===== src/rtl/spell_pkg.sv =====
// Shared types and default timing constants for the spell-counter button front end.
package spell_pkg;

  typedef enum logic [1:0] {
    RELEASED,
    PRESS_WAIT,
    PRESSED,
    RELEASE_WAIT
  } deb_state_e;

  localparam int DEBOUNCE_CYCLES_DEF = 20000;
  localparam int REPEAT_DELAY_DEF    = 500000;
  localparam int REPEAT_PERIOD_DEF   = 100000;

  function automatic int max_int(input int a, input int b);
    return (a > b) ? a : b;
  endfunction

endpackage


===== src/rtl/spell_debounce_channel.sv =====
// One button channel: 2-flop synchroniser, polarity normalise, debounce FSM.
// Optional auto-repeat hold counter under SPELL_DEBOUNCE_AUTOREPEAT_EN.
module spell_debounce_channel
  import spell_pkg::*;
#(
  parameter int DEBOUNCE_CYCLES = DEBOUNCE_CYCLES_DEF,
  parameter int ACTIVE_LOW      = 1
`ifdef SPELL_DEBOUNCE_AUTOREPEAT_EN
  ,
  parameter int REPEAT_DELAY    = REPEAT_DELAY_DEF,
  parameter int REPEAT_PERIOD   = REPEAT_PERIOD_DEF
`endif
) (
  input  logic clk,
  input  logic rst,
  input  logic ena,
  input  logic raw,
  output logic level,
  output logic press,
  output logic rel
);

  localparam logic          IDLE_LVL = (ACTIVE_LOW != 0);
  localparam int            CW       = $clog2(DEBOUNCE_CYCLES + 1);
  localparam logic [CW-1:0] CNT_LAST = CW'(DEBOUNCE_CYCLES - 1);

  logic sync1, sync2, sample;

  // NOTE: synchroniser resets to the released level so leaving reset never looks like a press.
  always_ff @(posedge clk or posedge rst) begin
    if (rst) begin
      sync1 <= IDLE_LVL;
      sync2 <= IDLE_LVL;
    end else begin
      sync1 <= raw;
      sync2 <= sync1;
    end
  end

  assign sample = sync2 ^ IDLE_LVL;

  deb_state_e    state, state_n;
  logic [CW-1:0] cnt, cnt_n;
  logic          level_n, press_n, rel_n;

`ifdef SPELL_DEBOUNCE_AUTOREPEAT_EN
  localparam int            HW        = $clog2(max_int(REPEAT_DELAY, REPEAT_PERIOD) + 1);
  localparam logic [HW-1:0] HOLD_DLY  = HW'(REPEAT_DELAY - 1);
  localparam logic [HW-1:0] HOLD_PER  = HW'(REPEAT_PERIOD - 1);
  logic [HW-1:0] hold, hold_n;
  logic          rep_phase, rep_phase_n;
`endif

  // NOTE: every comb output gets a default first, so no path can infer a latch.
  always_comb begin
    state_n = state;
    cnt_n   = cnt;
    level_n = level;
    press_n = 1'b0;
    rel_n   = 1'b0;
`ifdef SPELL_DEBOUNCE_AUTOREPEAT_EN
    hold_n      = hold;
    rep_phase_n = rep_phase;
`endif
    if (ena) begin
      unique case (state)
        RELEASED: begin
          if (sample) begin
            state_n = PRESS_WAIT;
            cnt_n   = CW'(1);
          end
        end
        PRESS_WAIT: begin
          if (!sample) begin
            state_n = RELEASED;
            cnt_n   = '0;
          end else if (cnt == CNT_LAST) begin
            state_n = PRESSED;
            cnt_n   = '0;
            level_n = 1'b1;
            press_n = 1'b1;
`ifdef SPELL_DEBOUNCE_AUTOREPEAT_EN
            hold_n      = '0;
            rep_phase_n = 1'b0;
`endif
          end else begin
            cnt_n = cnt + CW'(1);
          end
        end
        PRESSED: begin
          if (!sample) begin
            state_n = RELEASE_WAIT;
            cnt_n   = CW'(1);
          end else begin
`ifdef SPELL_DEBOUNCE_AUTOREPEAT_EN
            // First repeat after the delay, then one every period.
            if (hold == (rep_phase ? HOLD_PER : HOLD_DLY)) begin
              press_n     = 1'b1;
              hold_n      = '0;
              rep_phase_n = 1'b1;
            end else begin
              hold_n = hold + HW'(1);
            end
`endif
          end
        end
        RELEASE_WAIT: begin
          if (sample) begin
            state_n = PRESSED;
            cnt_n   = '0;
          end else if (cnt == CNT_LAST) begin
            state_n = RELEASED;
            cnt_n   = '0;
            level_n = 1'b0;
            rel_n   = 1'b1;
          end else begin
            cnt_n = cnt + CW'(1);
          end
        end
        default: begin
          state_n = RELEASED;
          cnt_n   = '0;
        end
      endcase
    end
  end

  // NOTE: state registers use non-blocking assignments so every flop updates from pre-edge values.
  always_ff @(posedge clk or posedge rst) begin
    if (rst) begin
      state <= RELEASED;
      cnt   <= '0;
      level <= 1'b0;
      press <= 1'b0;
      rel   <= 1'b0;
`ifdef SPELL_DEBOUNCE_AUTOREPEAT_EN
      hold      <= '0;
      rep_phase <= 1'b0;
`endif
    end else begin
      state <= state_n;
      cnt   <= cnt_n;
      level <= level_n;
      press <= press_n;
      rel   <= rel_n;
`ifdef SPELL_DEBOUNCE_AUTOREPEAT_EN
      hold      <= hold_n;
      rep_phase <= rep_phase_n;
`endif
    end
  end

endmodule


===== src/rtl/spell_button_debouncer.sv =====
// Debounces NUM_BTN raw push-buttons into clean levels and press/release pulses.
// Build option: define SPELL_DEBOUNCE_AUTOREPEAT_EN for held-button auto-repeat.
module spell_button_debouncer
  import spell_pkg::*;
#(
  parameter int NUM_BTN         = 4,
  parameter int DEBOUNCE_CYCLES = DEBOUNCE_CYCLES_DEF,
  parameter int ACTIVE_LOW      = 1,
  parameter int REPEAT_DELAY    = REPEAT_DELAY_DEF,
  parameter int REPEAT_PERIOD   = REPEAT_PERIOD_DEF
) (
  input  logic               clk,
  input  logic               rst,
  input  logic               ena,
  input  logic [NUM_BTN-1:0] btn_raw,
  output logic [NUM_BTN-1:0] btn_level,
  output logic [NUM_BTN-1:0] btn_press,
  output logic [NUM_BTN-1:0] btn_release
);

  if (DEBOUNCE_CYCLES < 2 || REPEAT_DELAY < 1 || REPEAT_PERIOD < 1) begin : g_param_check
    $error("spell_button_debouncer: illegal timing parameter");
  end

  for (genvar i = 0; i < NUM_BTN; i++) begin : g_chan
    spell_debounce_channel #(
      .DEBOUNCE_CYCLES(DEBOUNCE_CYCLES),
      .ACTIVE_LOW     (ACTIVE_LOW)
`ifdef SPELL_DEBOUNCE_AUTOREPEAT_EN
      ,
      .REPEAT_DELAY   (REPEAT_DELAY),
      .REPEAT_PERIOD  (REPEAT_PERIOD)
`endif
    ) u_chan (
      .clk  (clk),
      .rst  (rst),
      .ena  (ena),
      .raw  (btn_raw[i]),
      .level(btn_level[i]),
      .press(btn_press[i]),
      .rel  (btn_release[i])
    );
  end

endmodule


===== config.mk =====
export PLATFORM = sky130hd
export DESIGN_NAME = spell_button_debouncer
export DESIGN_NICKNAME = d
export VERILOG_FILES = /design/src/rtl/spell_pkg.sv /design/src/rtl/spell_debounce_channel.sv /design/src/rtl/spell_button_debouncer.sv
export SDC_FILE = /design/constraint.sdc
export NUM_CORES = 1
export LEC_CHECK = 0
export ABC_AREA = 1
export CAP_MARGIN = 20
export CORE_MARGIN = 1.5
export CORE_UTILIZATION = 45
export CTS_BUF_LIST = sky130_fd_sc_hd__clkbuf_8
export CTS_CLUSTER_DIAMETER = 200
export DETAILED_ROUTE_END_ITERATION = 16
export GPL_TIMING_DRIVEN = 0
export SLEW_MARGIN = 20
export SYNTH_ARGS = -nofsm -noshare
export SYNTH_HDL_FRONTEND = slang
export SYNTH_SLANG_ARGS = --single-unit

===== constraint.sdc =====
create_clock -name clk -period 4.6 [get_ports clk]
set_clock_uncertainty 0.2 [all_clocks]
set_input_delay 1.15 -clock clk [delete_from_list [all_inputs] [get_ports clk]]
set_output_delay 1.15 -clock clk [all_outputs]
set_load 0.01 [all_outputs]

==> metrics.md, run 1 <==
| Metric | Value |
|---|---|
| Post-synth top cells | `nand2_1, nor2_1, dfrtp_1, inv_1, nand3_1` |
| Grt total ovfl | `0` |
| WP buf/inv | `2` |
| RSZ-0062 raised after global routing | `no` |
| Initial antenna violation count | `0` |
| ANT nets after route | `0` |
| HPWL Detailed | `7.84 mm` |
| H-tree levels | `3` |
| Placed Cells | `866` |
| WHS Path Cells | `0` |
| Crit-path max cell delay | `0.52 ns` |
| Cts hold-fix bufs | `0` |
| Main synth FF type | `dfrtp_1` |
| CP arrival | `1.39 ns` |
| Pwr per Cell Area | `379 mW/mm^2` |
| Setup violators final | `0` |
| Final wirelength | `10.7 mm` |
| Yosys reg bits | `88` |
| Clk_lat worst skew | `0.38 ns` |
| Worst rel slew slack | `67.2%` |
| Largest net degree at the start of global routing | `58` |
| Die Ht | `110 um` |
| DR vias | `4363` |
| Core area | `0.0109 sq mm` |
| Starting Density | `46.7%` |
| Asr flop ratio synth | `100%` |
| YS warnings | `0` |
| DRC | `0` |
| CP Cell Sequence | `buf_4 -> clkdlybuf4s50_1` |
| Yosys cell types | `33` |
| CTS tree | `yes` |
| Crit Path Class | `register to output port` |
| Die ar. | `0.0120 sq mm` |
| CP max-delay cell | `clkdlybuf4s50_1` |
| Root buf cell | `clkbuf_8` |
| First-pass GRT wire length | `18.5 mm` |
| Count leader, synth | `nand2_1` |
| Synthesis-to-layout area growth | `11.5%` |
| Reg2reg end | `g_chan[0].u_chan.cnt[14]` |
| Starting DRT DRC Count | `287` |
| Leak pwr | `2.66 nW` |
| WL per Instance | `12.1 um` |
| Max Slew Vio Count | `0` |
| Setup Buffers After CTS | `0` |
| WHS Endpoint | `g_chan[3].u_chan.sync2` |
| Clk pin slew, worst setup/hold paths | `0.09 ns` |
| Worst Hold Launch | `g_chan[3].u_chan.sync1` |
| Post-synth EDFFs | `0` |
| Crit. End Element | `output port` |
| DRT met1 WL | `5.28 mm` |
| Antenna fix cells | `0` |
| Avg Vias per Cell | `4.95` |
| Crit path required time | `3.25 ns` |
| Port bufs | `18` |
| CP Launch Type | `register` |
| # fillers | `1118` |
| Highest metal used | `met4` |
| Share of cells above drive strength 1 | `13.2%` |
| Final period util | `59.6%` |
| Cell taking the most area after synthesis | `dfrtp_1` |
| Min Tclk post-route | `2.74 ns` |
| Multi-input gate area | `0.00238 sq mm` |
| Least-Margin Pin Slew | `0.489 ns` |
| RePlAce Congestion | `0.870` |
| R2R Setup Slk | `2.75 ns` |
| # resized after CTS | `0` |
| Yosys top cell area share | `39.2%` |
| CTS Buf Count | `9` |
| Synth top area cells | `dfrtp_1, nand2_1, nor2_1` |
| Post-synthesis area per instance | `7.22 sq um` |
| Register area | `0.00221 sq mm` |
| Status | `complete, no violations` |
| Router iterations before antenna repair | `4` |
| VDD IR max | `0.000403 V` |
| Die span in x | `110 um` |
| Sequential fraction of the synthesis area | `43.3%` |
| Clock buffer depth | `2` |
| Gate Count Post-Synth | `707` |
| Nets@finish | `748` |
| IO Count | `19` |
| Worst-path fanout max | `2` |
| Utilization after layout | `52.1%` |
| Fmax | `365 MHz` |
| Max Cap Viol | `0` |
| Syn Nets | `718` |
| Layout Cells excl Fill | `882` |
| Final number of hold-violating endpoints | `0` |
| WL met3 | `431 um` |
| Met2 routed WL | `4.84 mm` |
| Syn Std Cell Area | `0.00511 sq mm` |
| Worst r2r path cells | `10` |
| Number of global-route vias before repair | `4157` |
| Row Count | `38` |
| Sinks on Clock Net | `88` |
| RR Startpoint | `g_chan[0].u_chan.cnt[0]` |
| GRT Total Usage | `19.7%` |
| Type of the worst min-delay path | `register to register` |
| CP delay by family, top | `buffers and inverters` |
-- kinds of logic after synthesis --
family / share of synthesized area (%)
xor+xnor: 1.89
fa+ha+maj: 0.980
compound gates: 5.88
simple gates: 37.9
buf+inv: 10.0
flops: 43.3
-- state kept, by name, summed over array words and instances, names as in the netlist, named ones only --
register	cells
g_chan.u_chan.press	4
g_chan.u_chan.level	4
g_chan.u_chan.sync1	4
g_chan.u_chan.sync2	4
g_chan.u_chan.cnt	60
g_chan.u_chan.rel	4
g_chan.u_chan.state	4
-- final cells by class --
cell class                      instances  area share, %
Multi-Input combinational cell        505           41.9
Timing Repair Buffer                   19           3.65
Sequential cell                        88           38.8
Tap cell                              140           3.08
Clock buffer                            9           2.17
Inverter                               97           6.57
Buffer                                 17           2.44
Clock inverter                          7           1.38
-- where the power goes --
| group | total (mW) | switching (mW) | internal (mW) |
|---|---|---|---|
| clock network | 0.565 | 0.307 | 0.258 |
| logic | 0.633 | 0.405 | 0.228 |
| registers | 0.959 | 0.0925 | 0.867 |
| total | 2.16 | 0.804 | 1.35 |
-- cells in the final DEF, fill, tap and decap left out, types with 2 or more instances in the layout --
master | synthesis | routed
nand2_1 | 200 | 200
nor2_1 | 109 | 109
dfrtp_1 | 80 | 80
inv_1 | 80 | 79
nand3_1 | 45 | 45
o21ai_0 | 30 | 30
nand4_1 | 26 | 26
clkdlybuf4s50_1 | 0 | 18
buf_4 | 14 | 14
nand2_2 | 13 | 13
inv_2 | 13 | 13
nor3_1 | 13 | 13
o21ai_1 | 12 | 12
a21oi_1 | 11 | 11
clkbuf_8 | 0 | 9
dfstp_2 | 8 | 8
nor2_2 | 7 | 7
nor3_2 | 6 | 6
xor2_1 | 6 | 6
xnor2_1 | 5 | 5
nand3_2 | 5 | 5
inv_4 | 3 | 4
ha_1 | 4 | 4
buf_6 | 3 | 3
inv_6 | 0 | 3
nand2_4 | 2 | 2
nor2_4 | 2 | 2
nor4_1 | 2 | 2
clkinv_4 | 0 | 2
-- routing by layer --
layer	track usage (%)	vias up
met5	0	-
met4	5.66	0
met3	5.39	12
met2	32.3	73
met1	25.5	1986
li1	-	2292
-- per-stage QoR --
step	setup slack [ns]	TNS (ns)	instance area (sq um)	hold slack [ns]	power (mW)
after floorplan	0.985	0	5110	0.145	1.43
after global placement	-0.424	-33.54	5460	0.147	1.59
after detailed placement	1.70	0	5490	0.147	1.61
after CTS	1.81	0	5700	0.161	2.19
after global routing	1.76	0	5700	0.171	2.32
final	1.86	0	5700	0.160	2.16
-- worst max-delay path by stage --
stage / from / to / slack (ns) / cells past startpoint
detailed placement: ena / g_chan[0].u_chan.cnt[12] / 1.70 / 6
finish: g_chan[0].u_chan.level / btn_level[0] / 1.86 / 2
global route: g_chan[3].u_chan.level / btn_level[3] / 1.76 / 2
CTS: g_chan[3].u_chan.level / btn_level[3] / 1.81 / 2
global placement: rst / g_chan[3].u_chan.cnt[13] / -0.42 / 2
floorplan: rst / async pin / 0.98 / 1
Power figures use the tool's default switching activity.
==> inputs of run 2 (changes only) <==
==> constraint.sdc (replaced) <==
create_clock -name clk -period 2.7 [get_ports clk]
set_clock_uncertainty 0.2 [all_clocks]
set_input_delay 0.675 -clock clk [delete_from_list [all_inputs] [get_ports clk]]
set_output_delay 0.675 -clock clk [all_outputs]
set_load 0.01 [all_outputs]
==> run 2 against run 1 <==
Largest power group unchanged. Die area unchanged. Critical path type unchanged. Sequential cell count stayed put. Clock-buffer cell count unchanged. Critical path depth stayed put. Clock power up 71%. Total power rose by 71%. Worst setup slack got worse by 1.4 ns.
==> metrics.md, run 2 (synthesized netlist as in run 1, its figures left out) <==
| Metric | Value |
|---|---|
| Status | `complete, no violations` |
| Clock buffer depth | `2` |
| Root buf cell | `clkbuf_8` |
| # fillers | `1078` |
| Reg2reg end | `g_chan[2].u_chan.cnt[13]` |
| Nets@finish | `750` |
| Met2 routed WL | `4.64 mm` |
| Pwr per Cell Area | `642 mW/mm^2` |
| Die span in x | `110 um` |
| RePlAce Congestion | `0.842` |
| Max Slew Vio Count | `0` |
| R2R Setup Slk | `0.86 ns` |
| Worst Hold Launch | `g_chan[0].u_chan.sync1` |
| Crit path required time | `1.82 ns` |
| Starting Density | `46.7%` |
| Port bufs | `18` |
| Clk_lat worst skew | `0.39 ns` |
| Type of the worst min-delay path | `register to register` |
| Worst-path fanout max | `2` |
| Synthesis-to-layout area growth | `12.3%` |
| Least-Margin Pin Slew | `0.441 ns` |
| Avg Vias per Cell | `5.00` |
| Crit. End Element | `output port` |
| Worst r2r path cells | `10` |
| RSZ-0062 raised after global routing | `no` |
| Post-route cell area | `0.00574 sq mm` |
| Initial antenna violation count | `0` |
| Final period util | `84.2%` |
| Sinks on Clock Net | `88` |
| Number of global-route vias before repair | `4037` |
| Die ar. | `0.0120 sq mm` |
| Min Tclk post-route | `2.27 ns` |
| First-pass GRT wire length | `18.2 mm` |
| CTS tree | `yes` |
| CP Launch Type | `register` |
| ANT nets after route | `0` |
| Starting DRT DRC Count | `252` |
| Final number of hold-violating endpoints | `0` |
| Placed Cells | `868` |
| DRC | `0` |
| WHS Endpoint | `g_chan[0].u_chan.sync2` |
| Top reg by flops | `g_chan.u_chan.cnt` |
| WL met3 | `481 um` |
| IO Count | `19` |
| H-tree levels | `3` |
| Antenna fix cells | `0` |
| Crit Path Class | `register to output port` |
| Worst rel slew slack | `70.4%` |
| CTS Buf Count | `9` |
| Cts hold-fix bufs | `0` |
| Setup Buffers After CTS | `0` |
| Highest metal used | `met4` |
| TNS Setup | `0 ns` |
| Clk pin slew, worst setup/hold paths | `0.09 ns` |
| Area after DPL | `0.00553 sq mm` |
| VDD IR max | `0.000540 V` |
| DR vias | `4419` |
| Layout Cells excl Fill | `884` |
| Die Ht | `110 um` |
| Commonest cells after routing, fill and taps aside | `nand2_1, nor2_1, dfrtp_1` |
| Max Cap Viol | `0` |
| WHS Path Cells | `0` |
| Row Count | `38` |
| Setup violators final | `0` |
| Largest net degree at the start of global routing | `34` |
| Leak pwr | `2.67 nW` |
| Share of cells above drive strength 1 | `13.4%` |
| CP arrival | `1.40 ns` |
| Grt total ovfl | `0` |
| Core area | `0.0109 sq mm` |
| Fmax | `440 MHz` |
| GRT Total Usage | `19.6%` |
| HPWL Detailed | `7.84 mm` |
| Utilization after layout | `52.4%` |
| DRT met1 WL | `5.33 mm` |
| WL per Instance | `12.0 um` |
| Router iterations before antenna repair | `5` |
| # resized after CTS | `0` |
| Max reg flops | `60` |
| RR Startpoint | `g_chan[2].u_chan.cnt[0]` |
| Final wirelength | `10.6 mm` |
| Most common cell after layout, fill and taps aside | `nand2_1` |
==> run 2: changes by cell type in the layout (fill, tap and decap cells not counted) <==
cell        delta
clkinv_4       -1
buf_12         +2
clkinvlp_4     +2
inv_4          -1
==> run 2: final cells by class <==
class,count,area [sq um],share of cell area [%]
clock buffers,9,124,2.16
clock inverters,7,77.6,1.35
inverters,97,375,6.54
multi-input cells,505,2380,41.6
flip-flops and latches,88,2210,38.6
well taps,140,175,3.05
repair buffers,21,248,4.32
plain buffers,17,139,2.42
==> run 2: power by group <==
group / internal (mW) / switching [mW]
clock network: 0.437 / 0.529
logic: 0.395 / 0.692
registers: 1.48 / 0.154
==> run 2: per-layer routing <==
| metal | vias to the layer above | global-route usage (%) |
|---|---|---|
| li1 | 2299 | - |
| met1 | 2033 | 26.2 |
| met2 | 71 | 29.8 |
| met3 | 16 | 6.70 |
| met4 | 0 | 6.31 |
| met5 | - | 0 |
==> run 2: worst max-delay path by stage <==
stage                                start                        to  slack, ns  cells after the start
floorplan                              rst                 async pin       0.81                      1
global placement                       rst  g_chan[3].u_chan.cnt[13]      -0.19                      2
detailed placement                     ena   g_chan[3].u_chan.cnt[5]       0.27                      8
CTS                 g_chan[3].u_chan.level              btn_level[3]       0.39                      2
global route        g_chan[3].u_chan.level              btn_level[3]       0.36                      2
finish              g_chan[3].u_chan.level              btn_level[3]       0.43                      2
==> run 2: metrics by stage <==
step,worst slack [ns],total power [mW],hold slack (ns)
CTS,0.392,3.74,0.163
finish,0.428,3.68,0.161
global placement,-0.195,2.71,0.147
detailed placement,0.265,2.75,0.147
floorplan,0.810,2.44,0.145
global route,0.357,3.97,0.165
==> run 2: critical path, stage by stage, from the launching register on <==
cell and delay, ns:
dfrtp_1 0.38, buf_4 0.11, clkdlybuf4s50_1 0.52
